$ cat src/rtl/grf_wb_arbiter.sv
// GRF write-port arbiter: W-stage writeback has priority; aux writes queue in a 2-entry FIFO.
// Optional WB_TRACE_EN prints every committed non-$0 write.
module grf_wb_arbiter #(
  parameter int unsigned STARVE_LIMIT = 4
) (
  input  logic        clk,
  input  logic        reset,
  input  logic        w_we,
  input  logic [4:0]  w_a3,
  input  logic [31:0] w_wd,
  input  logic [31:0] w_pc,
  input  logic        aux_valid,
  output logic        aux_ready,
  input  logic [4:0]  aux_a3,
  input  logic [31:0] aux_wd,
  output logic        grf_we,
  output logic [4:0]  grf_a3,
  output logic [31:0] grf_wd,
  output logic [31:0] busy_mask,
  output logic        stall_req
);

  localparam logic [2:0] LIMIT = 3'(STARVE_LIMIT);

  logic [1:0]  count, nxt_count;
  logic [4:0]  ent_a3 [2];
  logic [31:0] ent_wd [2];
  logic [4:0]  nxt_a3 [2];
  logic [31:0] nxt_wd [2];
  logic [2:0]  starve_cnt;
  logic        wv, push, pop, keep0, keep1;

  assign wv        = w_we && (w_a3 != '0);
  assign aux_ready = (count != 2'd2) && reset;
  assign push      = aux_valid && aux_ready && (aux_a3 != '0);
  assign pop       = !wv && (count != 2'd0);
  assign stall_req = (starve_cnt == LIMIT);

  always_comb begin
    grf_we = 1'b0;
    grf_a3 = '0;
    grf_wd = '0;
    if (wv) begin
      grf_we = 1'b1;
      grf_a3 = w_a3;
      grf_wd = w_wd;
    end else if (count != 2'd0) begin
      grf_we = 1'b1;
      grf_a3 = ent_a3[0];
      grf_wd = ent_wd[0];
    end
  end

  always_comb begin
    busy_mask = '0;
    if (count != 2'd0) busy_mask = busy_mask | (32'd1 << ent_a3[0]);
    if (count == 2'd2) busy_mask = busy_mask | (32'd1 << ent_a3[1]);
  end

  // Survivors (after pop and same-register kill by the younger W write) are
  // compacted towards the head, then an accepted push lands in the next free slot.
  always_comb begin
    keep0  = (count != 2'd0) && !pop && !(wv && (ent_a3[0] == w_a3));
    keep1  = (count == 2'd2) && !(wv && (ent_a3[1] == w_a3));
    nxt_a3 = ent_a3;
    nxt_wd = ent_wd;
    if (keep1) begin
      if (keep0) begin
        nxt_a3[1] = ent_a3[1];
        nxt_wd[1] = ent_wd[1];
      end else begin
        nxt_a3[0] = ent_a3[1];
        nxt_wd[0] = ent_wd[1];
      end
    end
    if (push) begin
      if (keep0 || keep1) begin
        nxt_a3[1] = aux_a3;
        nxt_wd[1] = aux_wd;
      end else begin
        nxt_a3[0] = aux_a3;
        nxt_wd[0] = aux_wd;
      end
    end
    nxt_count = {1'b0, keep0} + {1'b0, keep1} + {1'b0, push};
  end

  always_ff @(posedge clk or negedge reset) begin
    if (!reset) begin
      count      <= '0;
      ent_a3[0]  <= '0;
      ent_a3[1]  <= '0;
      ent_wd[0]  <= '0;
      ent_wd[1]  <= '0;
      starve_cnt <= '0;
    end else begin
      count  <= nxt_count;
      ent_a3 <= nxt_a3;
      ent_wd <= nxt_wd;
      if (pop)
        starve_cnt <= '0;
      else if ((count != 2'd0) && wv && (starve_cnt != LIMIT))
        starve_cnt <= starve_cnt + 3'd1;
    end
  end

`ifdef WB_TRACE_EN
  always_ff @(posedge clk) begin
    if (grf_we && (grf_a3 != '0))
      $display("@%08h: $%0d <= %08h", wv ? w_pc : 32'h0, grf_a3, grf_wd);
  end
`else
  logic unused_pc;
  assign unused_pc = ^w_pc;
`endif

endmodule

$ cat config.mk
export PLATFORM = sky130hd
export DESIGN_NAME = grf_wb_arbiter
export DESIGN_NICKNAME = d
export VERILOG_FILES = /design/src/rtl/grf_wb_arbiter.sv
export SDC_FILE = /design/constraint.sdc
export NUM_CORES = 1
export LEC_CHECK = 0
export CAP_MARGIN = 10
export CORE_AREA = 2 2 126 91
export CTS_CLUSTER_DIAMETER = 60
export DETAILED_ROUTE_END_ITERATION = 7
export DIE_AREA = 0 0 128 93
export HOLD_SLACK_MARGIN = 0.12
export PLACE_DENSITY = 0.9
export SLEW_MARGIN = 20
export SYNTH_ARGS = -nofsm -noshare
export SYNTH_HDL_FRONTEND = slang
export SYNTH_SLANG_ARGS = --single-unit
$ cat constraint.sdc
create_clock -name clk -period 3.8 [get_ports clk]
set_clock_uncertainty 0.1 [all_clocks]
set_input_delay 1.14 -clock clk [delete_from_list [all_inputs] [get_ports clk]]
set_output_delay 1.14 -clock clk [all_outputs]
set_load 0.005 [all_outputs]
## Word-level counts from Yosys, hierarchy flattened

Index checks and enable logic that the tools add are counted.

| storage, ports and cells | value |
|---|---|
| register bits | 79 |
| output and inout port bits | 72 |
| logic and storage cells | 59 |

| cells by class | value |
|---|---|
| add/subtract/negate cells | 3 |
| equality and inequality tests | 6 |
| shift-type cells | 2 |
| mux-type cells | 20 |
| bitwise gates (word level) | 1 |
| reductions and logical operators | 21 |

Operators by type and width:

| operator | number |
|---|---|
| two-way mux 32 bit | 7 |
| two-way mux 64 bit | 2 |
| left shift 1 x 5 -> 32 bit, first input constant | 2 |
| OR 32 bit | 1 |
| two-way mux 5 bit | 5 |
| two-way mux 10 bit | 2 |
| logical AND 1 bit | 12 |
| equality test 5 bit | 2 |
| nonzero test 5 bit | 2 |
| two-way mux 3 bit | 2 |
| zero test 1 bit | 4 |
| nonzero test 2 bit | 2 |
| adder 3 x 1 -> 3 bit, second input constant | 1 |
| equality test 3 bit, second input constant | 1 |
| inequality test 3 bit, second input constant | 1 |
| adder 1 x 1 -> 2 bit | 1 |
| adder 2 x 1 -> 2 bit | 1 |
| equality test 2 bit, second input constant | 1 |
| two-way mux 1 bit | 2 |
| inequality test 2 bit, second input constant | 1 |
| logical OR 1 bit | 1 |

## Depth between registers and ports, before layout

Gate-level depths: netlist (run 1).

| logic depth | value |
|---|---|
| word-level depth | 11 |
| depth in mapped cells | 8 |
| gate-level depth less buffers | 6 |

## Worst setup path after synthesis (run 1)

Ideal clock, no wire load.

| path | value |
|---|---|
| kind | input-to-output |
| start point | input w_a3[1] |
| end point | output grf_wd[10] |
| arrival time | 2491 ps |
| data required time | 2560 ps |
| path slack | 69 ps |
| stages on the path | 5 |
| buffers on the path | 1 |
| cell sequence | or4_4 o21ai_1 clkbuf_1 nand3_1 nand2_1 |

| on the way | value |
|---|---|
| longest elaborated chain between the ends | 3 |

Ends and longest elaborated chain:

| what | line | text |
|---|---|---|
| start: declaration | 9 | `input logic [4:0] w_a3,` |
| nonzero test 5 bit | 33 | `assign wv = w_we && (w_a3 != '0);` |
| logical AND 1 bit | 33 |  |
| two-way mux 32 bit | 43 | `if (wv) begin` |
| end: declaration | 18 | `output logic [31:0] grf_wd,` |

Every way passes these cells.

## Worst setup path in the final report (run 1)

| path | value |
|---|---|
| start point | input w_a3[1] |
| end point | output grf_wd[31] |

Same word-level chain as after synthesis.

==> impl_metrics.py, run 1 <==
metrics = {
    "run_status": {
        "status": "complete, but fails checks",
        "violations": "negative setup slack",
    },
    "synthesis": {
        "syn_nets": 570,
        "synth_top_area_cell": "dfrtp_1",
        "yosysSeqAreaShare": 0.430,
        "synth_edf_count": 0,
        "synthesis.area_um2": 4600,
        "synth-seq-cells": 79,
        "synthCells": 457,
        "async_flop_share": 1.00,
        "synth.distinct_cells": 38,
        "syn_area_per_cell_um2": 10.1,
        "synth_warnings": 0,
        "synth-main-ff-cell": "dfrtp_1",
        "yosys.area.top_type_share": 0.430,
        "synth_area_leaders": "dfrtp_1 (43%), mux2_4 (9.8%), o221a_2 (8.1%), nand2_1 (6.9%), nand3b_1 (5.9%)",
    },
    "clock_tree": {
        "cts_buffers": 9,
        "cts_tree": "built",
        "clockBufferDepth": 2,
        "path_clk_slew_ns": 0.06,
        "worst_skew_pair.late_latency_ns": 0.33,
        "cts_root_buf": "clkbuf_16",
        "clock_sinks": 79,
        "htreeDepth": 3,
    },
    "grt": {
        "track_usage": 0.248,
        "grt_pass1_wl_um": 23100,
        "grt_start_max_net_pins": 79,
        "overflow": 0,
        "grt_pass1_vias": 4445,
        "antenna_found_initial": 0,
    },
    "timing": {
        "post-route-period-util": 1.02,
        "period_minus_slack_ns": 3.89,
        "slew_headroom": 0.675,
        "setup_viol": 11,
        "tightest_slew_ns": 0.487,
        "fin_tns_setup_ns": -0.749,
        "post-route-worst-setup-slack_ns": -0.0882,
        "rsz0062_at_grt": "yes",
        "hold_viol_final": 0,
        "fmax_mhz": 257,
        "drv_slew": 0,
    },
    "route": {
        "dr.pass1.iters": 5,
        "vias": 4415,
        "drt_iter0_drc": 389,
        "wirelength_um": 14600,
        "ant_nets": 0,
        "vias_per_cell": 5.89,
        "drc": 0,
        "wl_per_cell_um": 19.5,
    },
    "floorplanning": {
        "die_h_um": 93,
        "num_rows": 32,
        "design.core.area_um2": 10700,
        "dieArea_um2": 11900,
        "fp.dieW_um": 128,
        "num_io_pins": 182,
        "start_util": 0.429,
    },
    "pwr": {
        "p_leak_nw": 2.85,
        "powerDensity_nw_per_um2": 617,
        "irDropWorstVdd_v": 0.000322,
        "fin_total_pwr_mw": 4.17,
    },
    "placement": {
        "dp_cells": 721,
        "dp_hpwl_um": 9920,
        "io_buffers": 149,
        "dp_slack_ns": -0.680,
        "gp_congestion": 0.934,
    },
    "hold_path": {
        "holdCritPathClass": "flop to flop",
    },
    "final_layout": {
        "antenna_cells": 0,
        "drive_above_1_share": 0.334,
        "syn_to_final_growth_pct": 46.7,
        "fin_nets": 723,
        "stdcell_count": 750,
    },
    "worst_setup_path": {
        "crit_end": "grf_wd[31]",
        "rr_endpoint": "ent_wd[21]",
        "crit_path_end_kind": "primary output",
        "worst-setup-path-type": "input pin to primary output",
        "r2r_cells": 6,
        "critPathArrivalTime_ns": 2.65,
        "required_ns": 2.56,
        "rr_startpoint": "count[0]",
        "path_max_fanout": 5,
        "cp-startpoint": "w_a3[1]",
        "r2r_slack_ns": 1.50,
        "crit_path_start_kind": "input pin",
    },
    "flow_run": {
        "maxCapViolCount": 0,
    },
}
final cells by class:
cell class / count / area, um2
Fill cell: 851 / 3980
Multi-Input combinational cell: 328 / 2520
Sequential cell: 79 / 1980
Timing Repair Buffer: 187 / 1810
Clock buffer: 11 / 233
Tap cell: 136 / 170
Clock inverter: 4 / 23.8
Inverter: 5 / 18.8
cells in the mapped netlist, types with 2 or more instances:
library cell and number:
nand2b_1 5, nand3b_1 36, mux2_2 7, xnor2_1 4, xor2_1 6, o21ai_0 8, nand3_1 43, ha_1 2
buf_6 7, dfrtp_1 79, clkbuf_1 26, o221a_1 4, o22ai_1 32, mux2_4 30, nor2_1 6, nor2b_1 6
o221a_2 33, or2_2 3, a21oi_1 2, nand2_1 85, nand4_1 3, inv_1 5, buf_2 10
state kept, by name (all words and copies together) (netlist names):
signal	count
count	2
starve_cnt	3
ent_a3	10
ent_wd	64
layer usage:
layer  global-route usage  share of wire  vias up
li1                     -              -     1971
met1                0.337           0.43     2175
met2                0.394           0.47      226
met3               0.0566          0.071       43
met4               0.0842          0.026        0
met5                    0              0        -
power breakdown:
group,internal (mW),switching (mW)
sequential,1.25,0.361
clock,0.436,0.325
combinational,0.970,0.822
worst max-delay path, cell delays in order:
cell	delay [ns]
buf_6	0.09
or4_4	0.56
o21ai_4	0.19
buf_12	0.15
buf_12	0.12
buf_16	0.12
nand3_2	0.08
nand2_1	0.08
buf_2	0.10
worst min-delay path by stage:
| stage | start | end | slack [ns] | cells after the start |
|---|---|---|---|---|
| after CTS | ent_wd[9] | ent_wd[9] | 0.40 | 1 |
| after detailed placement | ent_wd[9] | ent_wd[9] | 0.38 | 1 |
| after floorplan | ent_wd[20] | ent_wd[20] | 0.37 | 1 |
| after global routing | ent_wd[13] | ent_wd[13] | 0.41 | 1 |
| final | ent_wd[13] | ent_wd[13] | 0.40 | 1 |
| after global placement | ent_wd[21] | ent_wd[21] | 0.38 | 1 |
logic make-up (layout without fill, tap and decap cells):
logic type,after synthesis,count (layout),synth area share
buf+inv,50,207,0.0558
simple gates,192,192,0.211
fa+ha+maj,3,3,0.00980
flops,79,79,0.430
mux,37,37,0.115
xor+xnor,10,10,0.0190
compound gates,86,86,0.159
what timing repair did:
action,in CTS,in global routing
setup endpoints to repair,38,38
cloned,4,0
hold buffers,0,0
pin swaps,37,15
setup buffers,12,2
resized for setup,186,33
metrics by stage:
| stage | hold slack (ns) | instance area, um2 | util |
|---|---|---|---|
| after CTS | 0.403 | 6690 | 0.624 |
| after floorplan | 0.371 | 4600 | - |
| after global routing | 0.412 | 6750 | 0.629 |
| after detailed placement | 0.384 | 6330 | 0.590 |
| final | 0.403 | 6750 | 0.629 |
| after global placement | 0.380 | 6330 | 0.590 |
layout by cell type (no fill, tap or decap), types with 2 or more instances in the layout:
cell type	instances
nand3_2	12
buf_2	36
or2_2	3
nand2b_1	5
nand3b_1	36
mux2_2	7
nand2_1	70
nor2b_1	5
ha_1	2
nand2_2	16
nand3_1	31
inv_1	5
clkbuf_1	2
clkbuf_2	2
mux2_4	30
a21oi_1	2
o21ai_0	4
clkdlybuf4s50_1	104
clkbuf_16	9
buf_4	22
dfrtp_1	79
o221a_2	33
xor2_1	6
clkinv_2	3
nand4_1	3
o22ai_1	32
o221a_1	4
buf_16	4
buf_12	9
xnor2_1	4
dlymetal6s2s_1	2
nor2_1	6
o21ai_2	4
buf_6	6
No activity file was read; power rests on OpenSTA's default activity.
==> inputs of run 2 (changes only) <==
==> config.mk (replaced) <==
export PLATFORM = sky130hd
export DESIGN_NAME = grf_wb_arbiter
export DESIGN_NICKNAME = d
export VERILOG_FILES = /design/src/rtl/grf_wb_arbiter.sv
export SDC_FILE = /design/constraint.sdc
export NUM_CORES = 1
export LEC_CHECK = 0
export ABC_CLOCK_PERIOD_IN_PS = 3800
export CAP_MARGIN = 10
export CORE_AREA = 2 2 135 98
export CTS_CLUSTER_DIAMETER = 60
export DETAILED_ROUTE_END_ITERATION = 7
export DIE_AREA = 0 0 137 100
export HOLD_SLACK_MARGIN = 0.12
export PLACE_DENSITY = 0.8
export SYNTH_ARGS = -nofsm -noshare
export SYNTH_HDL_FRONTEND = slang
export SYNTH_SLANG_ARGS = --single-unit
==> run 2 against run 1 <==
Highest routed layer unchanged. Critical endpoint is now grf_wd[25]. Register-to-register slack worse by 0.17 ns. Power up 2.4%. Combinational power about the same. Via count down 0.59%. Non-clock buffer count up 5. The flow still finishes with violations (negative setup slack). Core utilization down 8.7 points. Count of clock-buffer cells in the layout up 2.
==> impl_metrics.py, run 2 (synthesis results as in run 1) <==
metrics = {
    "timing": {
        "post-route-period-util": 1.05,
        "slew_headroom": 0.616,
        "fin_tns_setup_ns": -2.99,
        "drv_slew": 0,
        "period_minus_slack_ns": 3.98,
        "fmax_mhz": 251,
        "tightest_slew_ns": 0.577,
        "post-route-worst-setup-slack_ns": -0.184,
        "hold_viol_final": 0,
        "setup_viol": 26,
        "rsz0062_at_grt": "yes",
    },
    "worst_setup_path": {
        "path_max_fanout": 4,
        "worst-setup-path-type": "input pin to primary output",
        "crit_family": "simple AND/OR/NAND/NOR gates",
        "path_common_cell": "buf_6",
        "cp_num_buf_inv": 6,
        "critPathArrivalTime_ns": 2.74,
        "cpPeakStageDelay_ns": 0.56,
        "path_cells": "buf_6, or4_4, o21ai_4, buf_12, buf_8, buf_6, buf_6, nand3_2, nand2_1, buf_2",
        "required_ns": 2.56,
        "cp_slowest_cell": "or4_4",
        "crit_path_start_kind": "input pin",
        "crit_path_end_kind": "primary output",
    },
    "grt": {
        "track_usage": 0.210,
        "grt_start_max_net_pins": 47,
        "overflow": 0,
        "grt_pass1_wl_um": 22500,
        "grt_pass1_vias": 4313,
        "antenna_found_initial": 0,
    },
    "route": {
        "drc": 0,
        "vias_per_cell": 5.58,
        "vias": 4389,
        "wl_per_cell_um": 18.6,
        "ant_nets": 0,
        "drt_iter0_drc": 350,
        "dr.pass1.iters": 5,
        "wirelength_um": 14600,
    },
    "pwr": {
        "fin_total_pwr_mw": 4.26,
        "swShare": 0.344,
        "irDropWorstVdd_v": 0.000262,
        "intPower_mw": 2.80,
        "powerDensity_nw_per_um2": 624,
        "total_switching_power_mw": 1.47,
        "clock_power_share": 0.207,
        "sequentialPowerShare": 0.374,
        "combPwrFrac": 0.419,
        "p_leak_nw": 2.87,
    },
    "floorplanning": {
        "num_rows": 35,
        "dieArea_um2": 13700,
        "start_util": 0.365,
        "die_h_um": 100,
        "num_io_pins": 182,
        "fp.dieW_um": 137,
        "design.core.area_um2": 12600,
    },
    "run_status": {
        "violations": "negative setup slack",
        "status": "complete, but fails checks",
    },
    "clock_tree": {
        "htreeDepth": 3,
        "cts_tree": "built",
        "clockBufferDepth": 2,
        "worst_skew_pair.late_latency_ns": 0.33,
        "hold_buffers": 0,
        "path_clk_slew_ns": 0.06,
        "cts_buffers": 9,
        "clock_sinks": 79,
        "cts_root_buf": "clkbuf_16",
    },
    "final_layout": {
        "antenna_cells": 0,
        "fin_nets": 728,
        "final_common_cell": "clkdlybuf4s50_1",
        "largest_register_ffs": 64,
        "mostFrequentLayoutCells": "clkdlybuf4s50_1 (106), nand2_1 (83), dfrtp_1 (79)",
        "finalInstanceArea_um2": 6830,
        "stdcell_count": 786,
        "drive_above_1_share": 0.300,
        "syn_to_final_growth_pct": 48.6,
        "reg.largest.list": "ent_wd (64), ent_a3 (10), starve_cnt (3)",
        "top_register": "ent_wd",
    },
    "placement": {
        "gp_congestion": 0.912,
        "io_buffers": 149,
        "dp_hpwl_um": 9960,
        "dp_slack_ns": -0.696,
        "dp_cells": 749,
        "dpl_cell_area_um2": 6330,
    },
    "flow_run": {
        "maxCapViolCount": 0,
    },
    "hold_path": {
        "holdCritPathClass": "flop to flop",
    },
}
run 2: cell count changes in the layout (fill, tap and decap cells not counted), sizes merged:
cell and change:
clkbuf +4, buf -9, dlymetal6s2s -1, bufinv +1
clkdlybuf4s15 +11, clkinv -2, clkdlybuf4s50 +2
run 2: cell type report:
class | instances | area (um2)
clock buffer | 13 | 270
clock inverter | 3 | 40.0
multi-input combinational | 328 | 2460
sequential | 79 | 1980
inverter | 5 | 18.8
timing repair buffer | 192 | 1860
fill | 1062 | 5780
tap | 166 | 208
run 2: worst paths after layout:
kind / start / to / slack, ns / cells after the start
worst min-delay path: ent_wd[31] / ent_wd[31] / 0.40 / 1
min in group asynchronous: reset / starve_cnt[1] / 0.80 / 2
worst min register to register: ent_wd[31] / ent_wd[31] / 0.40 / 1
worst max register to register: count[0] / ent_wd[20] / 1.33 / 6
worst max-delay path: w_a3[2] / grf_wd[25] / -0.18 / 10
max in group asynchronous: reset / ent_wd[61] / 1.87 / 3
run 2: per-layer routing:
| layer | vias up | global-route usage | wire length, um |
|---|---|---|---|
| met2 | 235 | 0.338 | 6850 |
| met1 | 2134 | 0.287 | 6380 |
| met4 | 0 | 0.0460 | 242 |
| li1 | 1982 | - | - |
| met3 | 38 | 0.0551 | 1120 |
| met5 | - | 0 | 0 |
run 2: power by group through the flow:
stage / combinational [mW] / clock, mW / sequential (mW)
2_1_floorplan: 1.24 / 0 / 1.42
3_3_place_gp: 1.73 / 0 / 1.55
3_5_place_dp: 1.80 / 0 / 1.58
4_1_cts: 1.78 / 0.900 / 1.58
5_1_grt: 1.93 / 0.944 / 1.64
6_report: 1.79 / 0.881 / 1.59
run 2: stage by stage:
stage               hold slack (ns)   util
global placement              0.380  0.502
floorplan                     0.371      -
CTS                           0.403  0.537
global route                  0.419  0.542
finish                        0.397  0.542
detailed placement            0.387  0.502
run 2: repair_timing:
item | 4_1_cts | 5_1_grt
gates cloned | 1 | 1
resized for setup | 152 | 32
setup endpoints to repair | 38 | 38
buffers inserted | 14 | 6
pin swaps | 8 | 21
==> inputs of run 3 (changes only) <==
--- a/config.mk
+++ b/config.mk
@@ -7,12 +7,14 @@
 export LEC_CHECK = 0
 export ABC_CLOCK_PERIOD_IN_PS = 3800
 export CAP_MARGIN = 10
-export CORE_AREA = 2 2 135 98
+export CELL_PAD_IN_SITES_DETAIL_PLACEMENT = 0
+export CELL_PAD_IN_SITES_GLOBAL_PLACEMENT = 1
+export CORE_AREA = 2 2 145 104
 export CTS_CLUSTER_DIAMETER = 60
 export DETAILED_ROUTE_END_ITERATION = 7
-export DIE_AREA = 0 0 137 100
+export DIE_AREA = 0 0 147 106
 export HOLD_SLACK_MARGIN = 0.12
-export PLACE_DENSITY = 0.8
+export PLACE_DENSITY = 0.91
 export SYNTH_ARGS = -nofsm -noshare
 export SYNTH_HDL_FRONTEND = slang
 export SYNTH_SLANG_ARGS = --single-unit
==> run 3 against run 2 <==
The flow still finishes with violations (negative setup slack). First-iteration DRC count increased by 3.7%. Critical path depth is the same. Core utilization decreased by 5.3 points. Cell area increased by 2.6%. Maximum frequency rose by 1.9%. Via count fell by 0.77%. Non-clock buffer count shrank 4. Largest cell class unchanged. Highest routed layer unchanged.
==> impl_metrics.py, run 3 (synthesis results as in run 1) <==
metrics = {
    "run_status": {
        "status": "complete, but fails checks",
        "violations": "negative setup slack",
    },
    "timing": {
        "fmax_mhz": 256,
        "period_minus_slack_ns": 3.91,
        "tightest_slew_ns": 0.981,
        "drv_slew": 0,
        "setup_viol": 34,
        "post-route-period-util": 1.03,
        "rsz0062_at_grt": "yes",
        "post-route-worst-setup-slack_ns": -0.110,
        "slew_headroom": 0.346,
        "hold_viol_final": 0,
    },
    "clock_tree": {
        "cts_buffers": 9,
        "path_clk_slew_ns": 0.06,
        "clockBufferDepth": 2,
        "htreeDepth": 3,
        "hold_buffers": 0,
        "clock_sinks": 79,
        "cts_tree": "built",
        "cts_root_buf": "clkbuf_16",
        "worst_skew_pair.late_latency_ns": 0.33,
    },
    "floorplanning": {
        "num_rows": 37,
        "start_util": 0.320,
        "dieArea_um2": 15600,
        "die_h_um": 106,
        "design.core.area_um2": 14400,
        "num_io_pins": 182,
        "fp.dieW_um": 147,
    },
    "worst_setup_path": {
        "worst-setup-path-type": "input pin to primary output",
        "path_common_cell": "buf_12",
        "crit_path_start_kind": "input pin",
        "path_max_fanout": 5,
        "cp_num_buf_inv": 6,
        "crit_family": "simple AND/OR/NAND/NOR gates",
        "path_cells": "buf_6, or4_4, o21ai_4, buf_12, buf_12, buf_8, buf_16, nand3_2, nand2_1, buf_2",
        "crit_path_end_kind": "primary output",
        "required_ns": 2.56,
        "critPathArrivalTime_ns": 2.67,
        "cpPeakStageDelay_ns": 0.56,
        "cp_slowest_cell": "or4_4",
    },
    "final_layout": {
        "mostFrequentLayoutCells": "clkdlybuf4s50_1 (106), dfrtp_1 (79), nand2_1 (71)",
        "fin_nets": 724,
        "syn_to_final_growth_pct": 52.4,
        "reg.largest.list": "ent_wd (64), ent_a3 (10), starve_cnt (3)",
        "finalInstanceArea_um2": 7010,
        "fillers": 1282,
        "final_common_cell": "clkdlybuf4s50_1",
        "antenna_cells": 0,
        "top_register": "ent_wd",
        "largest_register_ffs": 64,
        "drive_above_1_share": 0.349,
    },
    "pwr": {
        "swShare": 0.358,
        "fin_total_pwr_mw": 4.40,
        "powerDensity_nw_per_um2": 628,
        "clock_power_share": 0.217,
        "intPower_mw": 2.82,
        "total_switching_power_mw": 1.57,
        "combPwrFrac": 0.418,
        "sequentialPowerShare": 0.365,
        "p_leak_nw": 2.92,
        "irDropWorstVdd_v": 0.000243,
    },
    "placement": {
        "io_buffers": 149,
        "dp_hpwl_um": 10100,
        "gp_congestion": 0.802,
        "dpl_cell_area_um2": 6390,
    },
    "flow_run": {
        "maxCapViolCount": 0,
    },
    "route": {
        "wirelength_um": 15500,
        "dr.pass1.iters": 5,
        "drc": 0,
        "ant_nets": 0,
        "wl_per_cell_um": 19.1,
        "vias": 4355,
        "vias_per_cell": 5.37,
        "drt_iter0_drc": 363,
    },
    "grt": {
        "track_usage": 0.202,
        "grt_pass1_vias": 4550,
        "antenna_found_initial": 0,
        "grt_pass1_wl_um": 24900,
        "grt_start_max_net_pins": 80,
        "overflow": 0,
    },
    "hold_path": {
        "holdCritPathClass": "flop to flop",
    },
}
-- run 3: cell types whose count changed in the layout (fill, tap and decap cells not counted), sizes merged --
| cell | change |
|---|---|
| clkinvlp | +2 |
| inv | +3 |
| clkdlybuf4s15 | -12 |
| dlymetal6s2s | -1 |
| clkinv | -2 |
| clkbuf | -8 |
| buf | +13 |
| bufinv | +1 |
-- run 3: layer usage --
| layer | up-vias | track usage | part of all wire |
|---|---|---|---|
| met4 | 0 | 0.0446 | 0.016 |
| met2 | 216 | 0.320 | 0.46 |
| li1 | 1984 | - | - |
| met3 | 31 | 0.0541 | 0.083 |
| met5 | - | 0 | 0 |
| met1 | 2124 | 0.279 | 0.45 |
-- run 3: worst register-to-register path, delay by kind of cell, from the launching register on --
family,cells,cell delay [ns]
buf+inv,1,0.30
compound gates,1,0.26
mux,1,0.34
flops,1,0.38
simple gates,3,1.01
-- run 3: power by group through the flow --
stage	logic [mW]	registers (mW)	clock network (mW)
6_report	1.84	1.60	0.955
5_1_grt	1.99	1.66	1.01
4_1_cts	1.82	1.60	0.970
3_5_place_dp	1.82	1.58	0
3_3_place_gp	1.75	1.55	0
2_1_floorplan	1.24	1.42	0
-- run 3: cell type report --
class,instances,area (um2),share of cell area
clock buffers,9,225,0.0321
multi-input cells,328,2590,0.370
clock inverters,7,104,0.0148
flip-flops and latches,79,1980,0.282
inverters,5,18.8,0.00268
repair buffers,188,1840,0.263
well taps,195,244,0.0348
-- run 3: path summary, 6_finish.rpt --
check                            from          to  slack, ns  depth (start not counted)
setup / recovery              w_a3[3]   grf_wd[8]      -0.11                         10
hold / removal             ent_wd[21]  ent_wd[21]       0.40                          1
setup reg to reg             count[0]  ent_wd[25]       1.30                          6
hold reg to reg            ent_wd[21]  ent_wd[21]       0.40                          1
max in group asynchronous       reset   ent_a3[6]       1.99                          2
min in group asynchronous       reset  ent_wd[63]       1.00                          2
-- run 3: what timing repair did --
item                                    4_1_cts  5_1_grt
buffers inserted                             10        3
gates resized for setup                     211       19
pin swaps                                    54       10
endpoints found under the setup margin       38       36
endpoints found under the hold margin         0        0
cloned                                        6        0
-- run 3: per-stage QoR --
stage	hold slack (ns)	worst slack, ns	TNS (ns)	util	std cells
after floorplan	0.371	0.0685	0	-	457
after global placement	0.380	-0.687	-24.14	0.445	778
after detailed placement	0.386	-0.678	-23.91	0.445	778
after CTS	0.405	-0.127	-2.39	0.485	809
after global routing	0.415	-0.173	-3.79	0.488	811
final	0.400	-0.110	-2.20	0.488	811
